--- src/rtl/pc_unit.sv ---
`default_nettype none
// ============================================================================
//  Module   : pc_unit
//  Purpose  : Program counter with branch resolution, link capture,
//             misaligned-target fault handling and a taken-branch counter.
//  Revision : 1.0 - initial release
// ============================================================================
module pc_unit #(
  parameter int                    ADDR_WIDTH   = 64,
  parameter int                    OFFSET_WIDTH = 26,
  parameter logic [ADDR_WIDTH-1:0] RESET_VECTOR = '0
) (
  input  logic                    clock,
  input  logic                    resetN,
  input  logic                    fetchReady,
  input  logic                    resolveValid,
  input  logic                    branchFlag,
  input  logic                    unconditionalBranchFlag,
  input  logic                    registerBranchFlag,
  input  logic                    linkFlag,
  input  logic                    zeroFlag,
  input  logic                    invertZero,
  input  logic [ADDR_WIDTH-1:0]   branchPc,
  input  logic [OFFSET_WIDTH-1:0] pcOffset,
  input  logic [ADDR_WIDTH-1:0]   registerTarget,
  input  logic                    faultClear,
  output logic [ADDR_WIDTH-1:0]   PC,
  output logic                    pcValid,
  output logic                    redirect,
  output logic [ADDR_WIDTH-1:0]   linkAddress,
  output logic                    alignFault,
  output logic [31:0]             takenCount
);

  // Sign extension happens at a width wide enough for both the shifted
  // offset and the address, then truncates so arithmetic wraps mod 2^ADDR_WIDTH.
  localparam int c_EXT_WIDTH = (ADDR_WIDTH > OFFSET_WIDTH + 2) ? ADDR_WIDTH : OFFSET_WIDTH + 2;
  localparam logic [ADDR_WIDTH-1:0] c_FOUR = ADDR_WIDTH'(4);

  typedef enum logic [1:0] {
    INIT  = 2'd0,
    RUN   = 2'd1,
    FAULT = 2'd2
  } state_t;

  state_t                  r_state;
  state_t                  w_nextState;
  logic [ADDR_WIDTH-1:0]   r_pc;
  logic [ADDR_WIDTH-1:0]   w_pcNext;
  logic                    r_redirect;
  logic                    w_redirectNext;
  logic [ADDR_WIDTH-1:0]   r_linkAddress;
  logic                    w_linkLoad;
  logic [31:0]             r_takenCount;
  logic                    w_countInc;

  logic [c_EXT_WIDTH-1:0]  w_offsetExt;
  logic [ADDR_WIDTH-1:0]   w_relTarget;
  logic [ADDR_WIDTH-1:0]   w_target;
  logic                    w_taken;
  logic                    w_aligned;

  assign w_offsetExt = {{(c_EXT_WIDTH - OFFSET_WIDTH){pcOffset[OFFSET_WIDTH-1]}}, pcOffset} << 2;
  assign w_relTarget = branchPc + w_offsetExt[ADDR_WIDTH-1:0];
  assign w_target    = registerBranchFlag ? registerTarget : w_relTarget;
  assign w_aligned   = (w_target[1:0] == 2'b00);
  assign w_taken     = resolveValid &
                       (registerBranchFlag | unconditionalBranchFlag |
                        (branchFlag & (zeroFlag ^ invertZero)));

  always_comb begin
    w_nextState    = r_state;
    w_pcNext       = r_pc;
    w_redirectNext = 1'b0;
    w_linkLoad     = 1'b0;
    w_countInc     = 1'b0;
    case (r_state)
      INIT: w_nextState = RUN;
      RUN: begin
        w_linkLoad = resolveValid & linkFlag;
        if (w_taken) begin
          if (w_aligned) begin
            w_pcNext       = w_target;
            w_redirectNext = 1'b1;
            w_countInc     = 1'b1;
          end else begin
            w_nextState = FAULT;
          end
        end else if (fetchReady) begin
          w_pcNext = r_pc + c_FOUR;
        end
      end
      FAULT: begin
        if (faultClear) begin
          w_pcNext    = RESET_VECTOR;
          w_nextState = INIT;
        end
      end
      default: w_nextState = INIT;
    endcase
  end

  always_ff @(posedge clock) begin
    if (!resetN) begin
      r_state       <= INIT;
      r_pc          <= RESET_VECTOR;
      r_redirect    <= 1'b0;
      r_linkAddress <= '0;
      r_takenCount  <= '0;
    end else begin
      r_state    <= w_nextState;
      r_pc       <= w_pcNext;
      r_redirect <= w_redirectNext;
      if (w_linkLoad) begin
        r_linkAddress <= branchPc + c_FOUR;
      end
      // Counter saturates rather than wrapping.
      if (w_countInc && (r_takenCount != 32'hFFFF_FFFF)) begin
        r_takenCount <= r_takenCount + 32'd1;
      end
    end
  end

  assign PC          = r_pc;
  assign pcValid     = (r_state == RUN);
  assign alignFault  = (r_state == FAULT);
  assign redirect    = r_redirect;
  assign linkAddress = r_linkAddress;
  assign takenCount  = r_takenCount;

endmodule
`default_nettype wire

--- config.mk ---
export PLATFORM = sky130hd
export DESIGN_NAME = pc_unit
export DESIGN_NICKNAME = d
export VERILOG_FILES = /design/src/rtl/pc_unit.sv
export SDC_FILE = /design/constraint.sdc
export NUM_CORES = 1
export LEC_CHECK = 0
export CORE_MARGIN = 10
export CORE_UTILIZATION = 35
export DETAILED_ROUTE_END_ITERATION = 8
export SETUP_SLACK_MARGIN = 0.4
export SYNTH_ARGS = -nofsm -noshare
export SYNTH_HDL_FRONTEND = slang
export SYNTH_SLANG_ARGS = --single-unit
--- constraint.sdc ---
create_clock -name clock -period 6.1 [get_ports clock]
set_clock_uncertainty 0.15 [all_clocks]
set_input_delay 1.22 -clock clock [delete_from_list [all_inputs] [get_ports clock]]
set_output_delay 1.22 -clock clock [all_outputs]
set_load 0.02 [all_outputs]
==> out/results.txt <==
Syn Std Cell Area - 0.0132 sq mm
setup repair after global routing missed its margin - no
min setup slack post-route - 1100 ps
Area Overhead vs Synth - 32.4%
die outline area - 0.0460 sq mm
total placed cells including tap cells - 2611
post-synth net total - 2093
count of nets left with antenna violations after detail routing - 0
Worst path max stage delay - 880 ps
global-route wire length before repair - 90200 um
CP Max Fanout - 19
gp weighted congestion - 0.977
DR DRC count - 0
placed instance area - 0.0169 sq mm
DRT iter0 DRCs - 1423
post-synthesis sequential element count - 163
Reg clk slew, reported paths - 80 ps
GRT Resource Usage Total - 0.247
number of distinct library cell variants in the gate-level netlist after synthesis - 75
count of hold-fix buffers inserted at cts - 0
effective utilization at floorplan - 0.353
relative max-transition margin - 0.138
top post-synthesis cells by area - sky130_fd_sc_hd__dfxtp_1, sky130_fd_sc_hd__a21oi_1, sky130_fd_sc_hd__ha_1
time the final worst path needs with I/O delays and setup - 5000 ps
worst path arrival time - 5200 ps
count of filler cells inserted in the layout - 3892
buffer and inverter count on the worst path - 1
sequential area share after synthesis - 0.246
startpoint type of the worst setup path - input pin
mean instance size in the synthesized netlist - 7.12 sq um
final std cells w/o fill - 2644
row count - 71
wire length per cell after detailed routing - 22.4 um
kind of critical path - in -> reg
count of buffers added by post-CTS timing repair for setup - 0
PD cells - 214 mW/mm^2
total routed wirelength - 59100 um
Horiz. Die Dim - 214 um
period utilization - 0.820
classification of the worst-slack hold path - reg -> reg
final hold violations - 0
cell with the biggest individual delay on the critical path - sky130_fd_sc_hd__clkdlybuf4s50_1
number of antenna violations at the first check in global routing - 2
sum of negative setup slack - 0 ps
cell class contributing the biggest share of worst-path delay - simple AND/OR/NAND/NOR gates
EDFF count, synth - 0
Static Leak - 6.15 nW
number of search-and-repair iterations in the first detailed-routing pass - 5
achievable frequency - 200 MHz
detailed placer's ending HPWL - 46400 um
quantity of gates resized following cts - 0
pin count of the biggest net entering global routing - 82
status - finished, final reports clean
IO Port Bufs - 327
most frequently used flop master after synthesis - sky130_fd_sc_hd__dfxtp_1
worst vdd rail ir drop - 0.198 mV
final-report setup violation count - 0
cell type with the largest total area after synthesis - sky130_fd_sc_hd__dfxtp_1
maxcap violations - 0
post-DR vias/cell - 5.77
vertical die dimension - 214 um
vias after detailed routing - 15300
number of H-tree levels - 4
Syn Inst Count - 1860
fin nets - 2352
Worst Max-Slew Pin Slew - 1290 ps
worst setup slack after placement - 656 ps
share of the synthesized area in the top cell type - 0.246
buffer cell driving the clock tree root - sky130_fd_sc_hd__clkbuf_16
kind of end point of the critical path - flop
clock buffer count from CTS - 17
cell-by-cell trace of the critical path - clkdlybuf4s50_1 > ha_1 > nand2_1 > o21ai_0 > a211oi_1 > o211ai_1 > nor3_2 > o21ai_0 > or3b_2 > a31o_2 > o211ai_1 > nand2_1
total number of yosys warnings - 0
minimum hold slack - 304 ps
number of clock sinks - 163
TritonCTS clock tree - built
clock insertion delay at the later pin of the skew report - 460 ps
ratio of cells with drive above 1 in the final layout - 0.0436
required time of the critical path - 6300 ps
sum of overflow across all layers after global routing - 0
area of all placed cells without fillers - 0.0175 sq mm
share of flip-flops with an asynchronous set or reset - 0
number of top-level design ports - 328
count of pins over their slew limit - 0
area of the placeable core - 0.0375 sq mm
maximum count of clock buffers along a single path - 2
via count of the first global-routing pass - 14800
cells by family after synthesis:
kind of cell / count (synthesis) / synth area share
XOR/XNOR: 127 / 0.0840
buffers and inverters: 153 / 0.0449
AO/OA/AOI/OAI: 578 / 0.269
multiplexers: 20 / 0.0153
adder cells (fa/ha/maj): 68 / 0.0648
AND/OR/NAND/NOR: 751 / 0.275
flip-flops: 163 / 0.246
power by group:
part / internal, mW / switching (mW)
clock: 0.625 / 0.541
sequential: 1.15 / 0.0972
combinational: 0.536 / 0.812
path summary, 6_finish.rpt:
kind,from,end,cells past startpoint,slack (ps)
max,pcOffset[25],PC[53],12,1100
min,linkAddress[1],linkAddress[1],2,300
max reg2reg,PC[2],PC[63],10,2750
min reg2reg,linkAddress[1],linkAddress[1],2,300
cells in the mapped netlist, types with 43 or more instances:
| cell | instances |
|---|---|
| sky130_fd_sc_hd__xnor2_1 | 60 |
| sky130_fd_sc_hd__clkbuf_1 | 100 |
| sky130_fd_sc_hd__nand3_1 | 100 |
| sky130_fd_sc_hd__xor2_1 | 67 |
| sky130_fd_sc_hd__a211oi_1 | 47 |
| sky130_fd_sc_hd__o21ai_0 | 165 |
| sky130_fd_sc_hd__dfxtp_1 | 163 |
| sky130_fd_sc_hd__ha_1 | 67 |
| sky130_fd_sc_hd__a21oi_1 | 171 |
| sky130_fd_sc_hd__nand4_1 | 49 |
| sky130_fd_sc_hd__inv_1 | 43 |
| sky130_fd_sc_hd__nor2_1 | 197 |
| sky130_fd_sc_hd__nand2_1 | 204 |
metrics by stage:
step / power (mW) / utilization
after CTS: 3.77 / 0.467
after global routing: 3.93 / 0.467
after floorplan: 1.98 / -
after detailed placement: 2.60 / 0.451
final: 3.76 / 0.468
after global placement: 2.60 / 0.451
metal layers:
layer,track usage,wire length (um)
met1,0.301,24900
met5,0,0
met3,0.0513,3980
met2,0.424,28500
met4,0.0827,1730
placed cells by master (no fill, tap or decap), types with 49 or more instances in the layout:
cell type	instances
sky130_fd_sc_hd__a21oi_1	171
sky130_fd_sc_hd__clkdlybuf4s50_1	326
sky130_fd_sc_hd__dfxtp_1	163
sky130_fd_sc_hd__ha_1	67
sky130_fd_sc_hd__nand2_1	204
sky130_fd_sc_hd__nand3_1	100
sky130_fd_sc_hd__nand4_1	49
sky130_fd_sc_hd__nor2_1	196
sky130_fd_sc_hd__o21ai_0	165
sky130_fd_sc_hd__xnor2_1	60
sky130_fd_sc_hd__xor2_1	67
tightest hold or removal path, delay by kind of cell, from the launching register on:
family,cells,cell delay (ps)
flip-flops,1,310
AND/OR/NAND/NOR,1,50
AO/OA/AOI/OAI,1,50
state kept, by name, summed over array words and instances, names as in the netlist:
signal and flops:
PC 64, linkAddress 64, takenCount 32, r_state 2, redirect 1
layout make-up:
class | instances | area (sq um) | area share
clock inverters | 14 | 184 | 0.0105
multi-input cells | 1544 | 9400 | 0.536
diodes | 1 | 2.50 | 0.000143
inverters | 44 | 166 | 0.00949
repair buffers | 349 | 3450 | 0.197
flip-flops and latches | 163 | 3260 | 0.186
clock buffers | 18 | 429 | 0.0245
well taps | 511 | 639 | 0.0365
Note: power is estimated with default switching activity, not from simulation.
